### config.mk
export PLATFORM = sky130hd
export DESIGN_NAME = multicycle_ctrl
export DESIGN_NICKNAME = d
export VERILOG_FILES = /design/src/rtl/multicycle_ctrl_pkg.sv /design/src/rtl/multicycle_ctrl_opcode_class.sv /design/src/rtl/multicycle_ctrl.sv
export SDC_FILE = /design/constraint.sdc
export NUM_CORES = 1
export LEC_CHECK = 0
export BUFFER_PORTS_ARGS = -buffer_cell sky130_fd_sc_hd__buf_2
export CORE_MARGIN = 2
export CORE_UTILIZATION = 48
export DETAILED_ROUTE_END_ITERATION = 16
export PLACE_DENSITY = 0.82
export SLEW_MARGIN = 20
export SYNTH_ARGS = -nofsm -noshare
export SYNTH_HDL_FRONTEND = slang
export SYNTH_SLANG_ARGS = --single-unit
### constraint.sdc
create_clock -name clk -period 4.9 [get_ports clk]
set_input_delay 1.47 -clock clk [delete_from_list [all_inputs] [get_ports clk]]
set_output_delay 1.47 -clock clk [all_outputs]
set_load 0.005 [all_outputs]
### src/rtl/multicycle_ctrl_pkg.sv
// Shared encodings for the multi-cycle RV32I controller: FSM states, opcode classes,
// opcode values (ir[6:2]), immediate-format codes and datapath mux select codes.
package ctrl_pkg;

  typedef enum logic [2:0] {
    S_IDLE, S_FETCH, S_DECODE, S_EXEC, S_MEM, S_WB, S_TRAP
  } state_t;

  typedef enum logic [3:0] {
    CLS_R, CLS_IALU, CLS_LOAD, CLS_STORE, CLS_BRANCH,
    CLS_JALR, CLS_JAL, CLS_AUIPC, CLS_LUI, CLS_ILLEGAL
  } cls_t;

  localparam logic [4:0] OP_R      = 5'b01100;
  localparam logic [4:0] OP_IALU   = 5'b00100;
  localparam logic [4:0] OP_LOAD   = 5'b00000;
  localparam logic [4:0] OP_STORE  = 5'b01000;
  localparam logic [4:0] OP_BRANCH = 5'b11000;
  localparam logic [4:0] OP_JALR   = 5'b11001;
  localparam logic [4:0] OP_JAL    = 5'b11011;
  localparam logic [4:0] OP_AUIPC  = 5'b00101;
  localparam logic [4:0] OP_LUI    = 5'b01101;

  localparam logic [2:0] IMM_I    = 3'd0;
  localparam logic [2:0] IMM_S    = 3'd1;
  localparam logic [2:0] IMM_B    = 3'd2;
  localparam logic [2:0] IMM_U    = 3'd3;
  localparam logic [2:0] IMM_J    = 3'd4;
  localparam logic [2:0] IMM_NONE = 3'd7;

  localparam logic [1:0] PC_SRC_SEQ = 2'd0;
  localparam logic [1:0] PC_SRC_IMM = 2'd1;
  localparam logic [1:0] PC_SRC_ALU = 2'd2;

  localparam logic [1:0] WB_SEL_ALU = 2'd0;
  localparam logic [1:0] WB_SEL_MEM = 2'd1;
  localparam logic [1:0] WB_SEL_PC4 = 2'd2;
  localparam logic [1:0] WB_SEL_IMM = 3'd3;

  function automatic logic [2:0] imm_of(input cls_t c);
    case (c)
      CLS_IALU, CLS_LOAD, CLS_JALR: imm_of = IMM_I;
      CLS_STORE:                    imm_of = IMM_S;
      CLS_BRANCH:                   imm_of = IMM_B;
      CLS_AUIPC, CLS_LUI:           imm_of = IMM_U;
      CLS_JAL:                      imm_of = IMM_J;
      default:                      imm_of = IMM_NONE;
    endcase
  endfunction

endpackage

### src/rtl/multicycle_ctrl_opcode_class.sv
// Combinational opcode classifier: ir[6:0] -> class, with illegal flag for
// non-32-bit encodings (ir[1:0] != 2'b11) and unlisted opcodes.
module opcode_class
  import ctrl_pkg::*;
(
  input  logic [6:0] opc,
  output cls_t       cls,
  output logic       illegal
);

  always_comb begin
    cls = CLS_ILLEGAL;
    if (opc[1:0] == 2'b11) begin
      case (opc[6:2])
        OP_R:      cls = CLS_R;
        OP_IALU:   cls = CLS_IALU;
        OP_LOAD:   cls = CLS_LOAD;
        OP_STORE:  cls = CLS_STORE;
        OP_BRANCH: cls = CLS_BRANCH;
        OP_JALR:   cls = CLS_JALR;
        OP_JAL:    cls = CLS_JAL;
        OP_AUIPC:  cls = CLS_AUIPC;
        OP_LUI:    cls = CLS_LUI;
        default:   cls = CLS_ILLEGAL;
      endcase
    end
    illegal = (cls == CLS_ILLEGAL);
  end

endmodule

### src/rtl/multicycle_ctrl.sv
// Multi-cycle RV32I control FSM with memory watchdog and instret counter; 3-5 cycles
// per instruction plus memory wait states, mem_req held until mem_ready.
module multicycle_ctrl
  import ctrl_pkg::*;
#(
  parameter int MEM_TIMEOUT = 16,
  parameter int CNT_W       = 32
) (
  input  logic             clk,
  input  logic             rst,
  input  logic [31:0]      ir,
  input  logic             branch_taken,
  input  logic             mem_ready,
  output logic             mem_req,
  output logic             mem_we,
  output logic             addr_sel,
  output logic             ir_we,
  output logic             pc_we,
  output logic [1:0]       pc_src,
  output logic             rf_we,
  output logic [1:0]       wb_sel,
  output logic             alu_a_sel,
  output logic             alu_b_sel,
  output logic [2:0]       imm_type,
  output logic             trap,
  output logic [CNT_W-1:0] instret
);

  localparam int WD_W = (MEM_TIMEOUT < 2) ? 1 : $clog2(MEM_TIMEOUT);
  localparam logic [WD_W-1:0] WD_LAST = WD_W'(MEM_TIMEOUT - 1);

  state_t          state;
  cls_t            cls;
  logic            illegal;
  logic [WD_W-1:0] wdog;
  logic            retire;
  logic            unused_ir_hi;

  assign unused_ir_hi = ^ir[31:7];

  opcode_class u_opcode_class (
    .opc     (ir[6:0]),
    .cls     (cls),
    .illegal (illegal)
  );

  // Outputs decode from the state register and opcode class; only ir_we and the
  // retiring pc_we/pc_src look at mem_ready / branch_taken.
  always_comb begin
    mem_req   = 1'b0;
    mem_we    = 1'b0;
    addr_sel  = 1'b0;
    ir_we     = 1'b0;
    pc_we     = 1'b0;
    pc_src    = PC_SRC_SEQ;
    rf_we     = 1'b0;
    wb_sel    = WB_SEL_ALU;
    alu_a_sel = 1'b0;
    alu_b_sel = 1'b0;
    imm_type  = IMM_NONE;
    retire    = 1'b0;
    case (state)
      S_FETCH: begin
        mem_req = 1'b1;
        ir_we   = mem_ready;
      end
      S_DECODE: imm_type = imm_of(cls);
      S_EXEC: begin
        imm_type  = imm_of(cls);
        alu_a_sel = (cls == CLS_AUIPC);
        alu_b_sel = !(cls == CLS_R || cls == CLS_BRANCH);
        if (cls == CLS_BRANCH) begin
          pc_we  = 1'b1;
          pc_src = branch_taken ? PC_SRC_IMM : PC_SRC_SEQ;
          retire = 1'b1;
        end
      end
      S_MEM: begin
        imm_type = imm_of(cls);
        mem_req  = 1'b1;
        addr_sel = 1'b1;
        mem_we   = (cls == CLS_STORE);
        if (cls == CLS_STORE && mem_ready) begin
          pc_we  = 1'b1;
          retire = 1'b1;
        end
      end
      S_WB: begin
        imm_type = imm_of(cls);
        rf_we    = 1'b1;
        pc_we    = 1'b1;
        retire   = 1'b1;
        case (cls)
          CLS_LOAD:          wb_sel = WB_SEL_MEM;
          CLS_JAL, CLS_JALR: wb_sel = WB_SEL_PC4;
          CLS_LUI:           wb_sel = WB_SEL_IMM;
          default:           wb_sel = WB_SEL_ALU;
        endcase
        if (cls == CLS_JAL)       pc_src = PC_SRC_IMM;
        else if (cls == CLS_JALR) pc_src = PC_SRC_ALU;
      end
      default: ;
    endcase
  end

  assign trap = (state == S_TRAP);

  // wdog is only non-zero inside FETCH/MEM, so clearing it everywhere else and on
  // every completed handshake equals clearing it on entry to FETCH or MEM.
  always_ff @(posedge clk) begin
    if (rst) begin
      state   <= S_IDLE;
      wdog    <= '0;
      instret <= '0;
    end else begin
      if (retire) instret <= instret + CNT_W'(1);
      case (state)
        S_IDLE: begin
          state <= S_FETCH;
          wdog  <= '0;
        end
        S_FETCH, S_MEM: begin
          if (mem_ready) begin
            wdog <= '0;
            if (state == S_FETCH)     state <= S_DECODE;
            else if (cls == CLS_LOAD) state <= S_WB;
            else                      state <= S_FETCH;
          end else if (wdog == WD_LAST) begin
            state <= S_TRAP;
          end else begin
            wdog <= wdog + WD_W'(1);
          end
        end
        S_DECODE: begin
          state <= illegal ? S_TRAP : S_EXEC;
          wdog  <= '0;
        end
        S_EXEC: begin
          wdog <= '0;
          if (cls == CLS_BRANCH)                         state <= S_FETCH;
          else if (cls == CLS_LOAD || cls == CLS_STORE) state <= S_MEM;
          else                                           state <= S_WB;
        end
        S_WB: begin
          state <= S_FETCH;
          wdog  <= '0;
        end
        default: begin
          state <= S_TRAP;
          wdog  <= '0;
        end
      endcase
    end
  end

endmodule

==> qor.csv <==
metric;value;unit
status;complete, no violations;
critical path launch point type;input pin;
die area;7094;µm²
worst min path class;flip-flop to flip-flop;
dpl ws;-0.02656;ns
Post-DRT Antenna Nets;0;
area share of fa/ha/maj cells after synthesis;4.455;%
TritonRoute pass-1 iters;4;
final instance area;3526;µm²
Critical Path RT;3.43;ns
YS warnings;0;
Die Wd;84.23;µm
LEAKAGE;1.467;nW
number of synthesized register bits;39;
combinational family with the most area after synthesis;simple AND/OR/NAND/NOR gates;
Synth Cell Area;3089;µm²
Placed Area;3352;µm²
Synth Area in XOR/XNOR;0.5670;%
minimum clock period;4.829;ns
total placed cells including tap cells;477;
# nets final;456;
initial core utilization;49.21;%
CTS Root Cell;clkbuf_8;
CTS Sinks;39;
post-synthesis simple-gate area fraction;28.15;%
Final Hold Viols;0;
Hold-fix buffers, CTS;0;
# rows;29;
Worst-Skew Late Latency;0.30;ns
FMAX;0.2071;GHz
CP arrival;3.36;ns
final worst path period share;98.56;%
Max-Slew Margin vs Limit;29.99;%
CTS tree;done;
Final Non-Filler Cells;487;
clock tree buffer depth;2;
top_reg_cell synth;dfxtp_1;
layout overhead on the synthesized area;14.14;%
Worst Setup SP;ir[3];
layout cell share with drive strength beyond 1;36.59;%
Final setup viols;0;
Worst setup EP type;output pin;
grt ovf;0;
DRC viols;0;
pin count of the biggest net entering global routing;66;
post-synthesis average cell area;8.678;µm²
number of flops mapped to enable cells by yosys;0;
first-iteration detailed-routing DRC count;212;
fin worst setup slack;0.07068;ns
Ports;84;
post-synth top area share;25.27;%
worst-margin pin slew;1.050;ns
syn nets;403;
synth unique cells;69;
total number of vias;2847;
PD cells;198.9;nW/µm²
dpl hpwl;4965;µm
core box area;6277;µm²
Routed WL;7094;µm
antenna violations before repair;0;
VDD IR max;0.1579;mV
Num CTS Buffers;5;
sequential share of the synthesized area;25.27;%
Max Cap Viol;0;
Total Routing Usage GR;19.43;%
post-synthesis mux area share;12.92;%
Synth area leader;dfxtp_1;
final design utilization;56.17;%
CP max FO;3;
RSZ-0062 raised after global routing;yes;
Slew Viols, Final;0;
HP Start;instret[1]$_SDFFE_PP0P_;
setup slack, reg-to-reg;2.42;ns
routability-driven placement congestion ratio;0.8842;
Die Y;84.23;µm
cells after synthesis;356;
reg2reg start;state[1]$_SDFFE_PP0P_;
first-pass GRT wire length;11610;µm
skew final;0.01042;ns
H-tree depth;2;
antenna cells;0;
Worst-path clk slew;0.08;ns
WS Path Type;input pin to output pin;
vias in the first global route;2619;
IO Port Bufs;58;
vias per cell;5.846;
Avg WL per Cell;14.57;µm
WHS;0.5167;ns
Synth Area in Compound Gates;20.25;%
ys async rst share;0;%
Synth area leaders;dfxtp_1, mux2_4, nor2_1, ha_1, a21oi_2;
-- per-layer routing --
metal / GRT usage (%) / routed length [µm]
met5: 0 / 0
met4: 5.572 / 74
met1: 24.03 / 3076
met2: 33.19 / 3468
met3: 5.211 / 475
-- per-stage QoR --
stage	power (mW)	TNS (ns)
after floorplan	0.3958	-0.06325
after global placement	0.4122	0
after detailed placement	0.4155	-0.02656
after CTS	0.6972	0
after global routing	0.7237	-0.06700
final	0.7013	0
-- state kept, by name (all words and copies together), names as in the netlist --
name	flops
instret	32
state	3
wdog	4
-- path summary, 6_finish.rpt --
path              depth (start not counted)                       end
setup / recovery                         13                     pc_we
hold / removal                            2   instret[1]$_SDFFE_PP0P_
setup reg to reg                          6  instret[25]$_SDFFE_PP0P_
hold reg to reg                           2   instret[1]$_SDFFE_PP0P_
-- Yosys cell counts (all sizes together) (2+ instances only) --
cell and instances:
nand4 10, dlygate4sd3 3, a21o 2, o21ai 4, a211o 2, nor2b 20, mux2i 2, a2111oi 7
and3 6, inv 13, and2 2, dfxtp 39, nand2b 3, ha 11, or3 3, nor4 3
o211ai 3, o22ai 2, mux2 29, nor3 5, nor2 51, a211oi 8, nand2 24, clkbuf 7
and3b 2, nand3 19, nand3b 3, nor3b 2, a21oi 28, and2b 7, a31oi 4, buf 12
-- kinds of logic after synthesis --
kind of cell,Yosys count
simple gates,164
fa+ha+maj,11
xor+xnor,2
compound gates,73
flops,39
mux,31
buf+inv,36
-- layout make-up --
cell class / instances / area, µm²
clock buffers: 6 / 82.58
well taps: 77 / 96.34
clock inverters: 2 / 35.03
fillers: 582 / 2751
inverters: 13 / 48.80
multi-input cells: 281 / 2110
flip-flops and latches: 39 / 780.7
repair buffers: 69 / 372.9
-- report_power, final --
group	leakage, nW	internal (mW)	switching, mW
logic	1.09	0.0339	0.0515
clock network	0.0612	0.165	0.123
registers	0.315	0.320	0.00836
total	1.47	0.519	0.182
-- critical path: stages --
cell      delay [ns]
buf_2           0.11
inv_2           0.08
ha_4            0.20
nand3b_1        0.18
a21oi_2         0.18
a21oi_2         0.05
or2_4           0.24
ha_2            0.19
nand3b_1        0.12
nor4_4          0.05
o211ai_4        0.22
nand2_2         0.09
buf_2           0.15
-- cells in the final DEF (no fill, tap or decap), drive strengths merged, types with 3 or more instances in the layout --
| cell type | netlist | routed |
|---|---|---|
| buf | 12 | 69 |
| nor2 | 51 | 51 |
| dfxtp | 39 | 39 |
| mux2 | 29 | 29 |
| a21oi | 28 | 28 |
| nand2 | 24 | 24 |
| nor2b | 20 | 20 |
| nand3 | 19 | 19 |
| inv | 13 | 13 |
| ha | 11 | 11 |
| nand4 | 10 | 10 |
| a211oi | 8 | 8 |
| a2111oi | 7 | 7 |
| and2b | 7 | 7 |
| and3 | 6 | 6 |
| clkbuf | 7 | 6 |
| nor3 | 5 | 5 |
| o21ai | 4 | 4 |
| a31oi | 4 | 4 |
| nand2b | 3 | 3 |
| nand3b | 3 | 3 |
| nor4 | 3 | 3 |
| o211ai | 3 | 3 |
| or3 | 3 | 3 |
-- timing repair --
item	CTS	global route
endpoints found under the setup margin	1	5
pin swaps	1	4
resized for setup	1	9
setup buffers	0	2
Power figures use the tool's default switching activity.
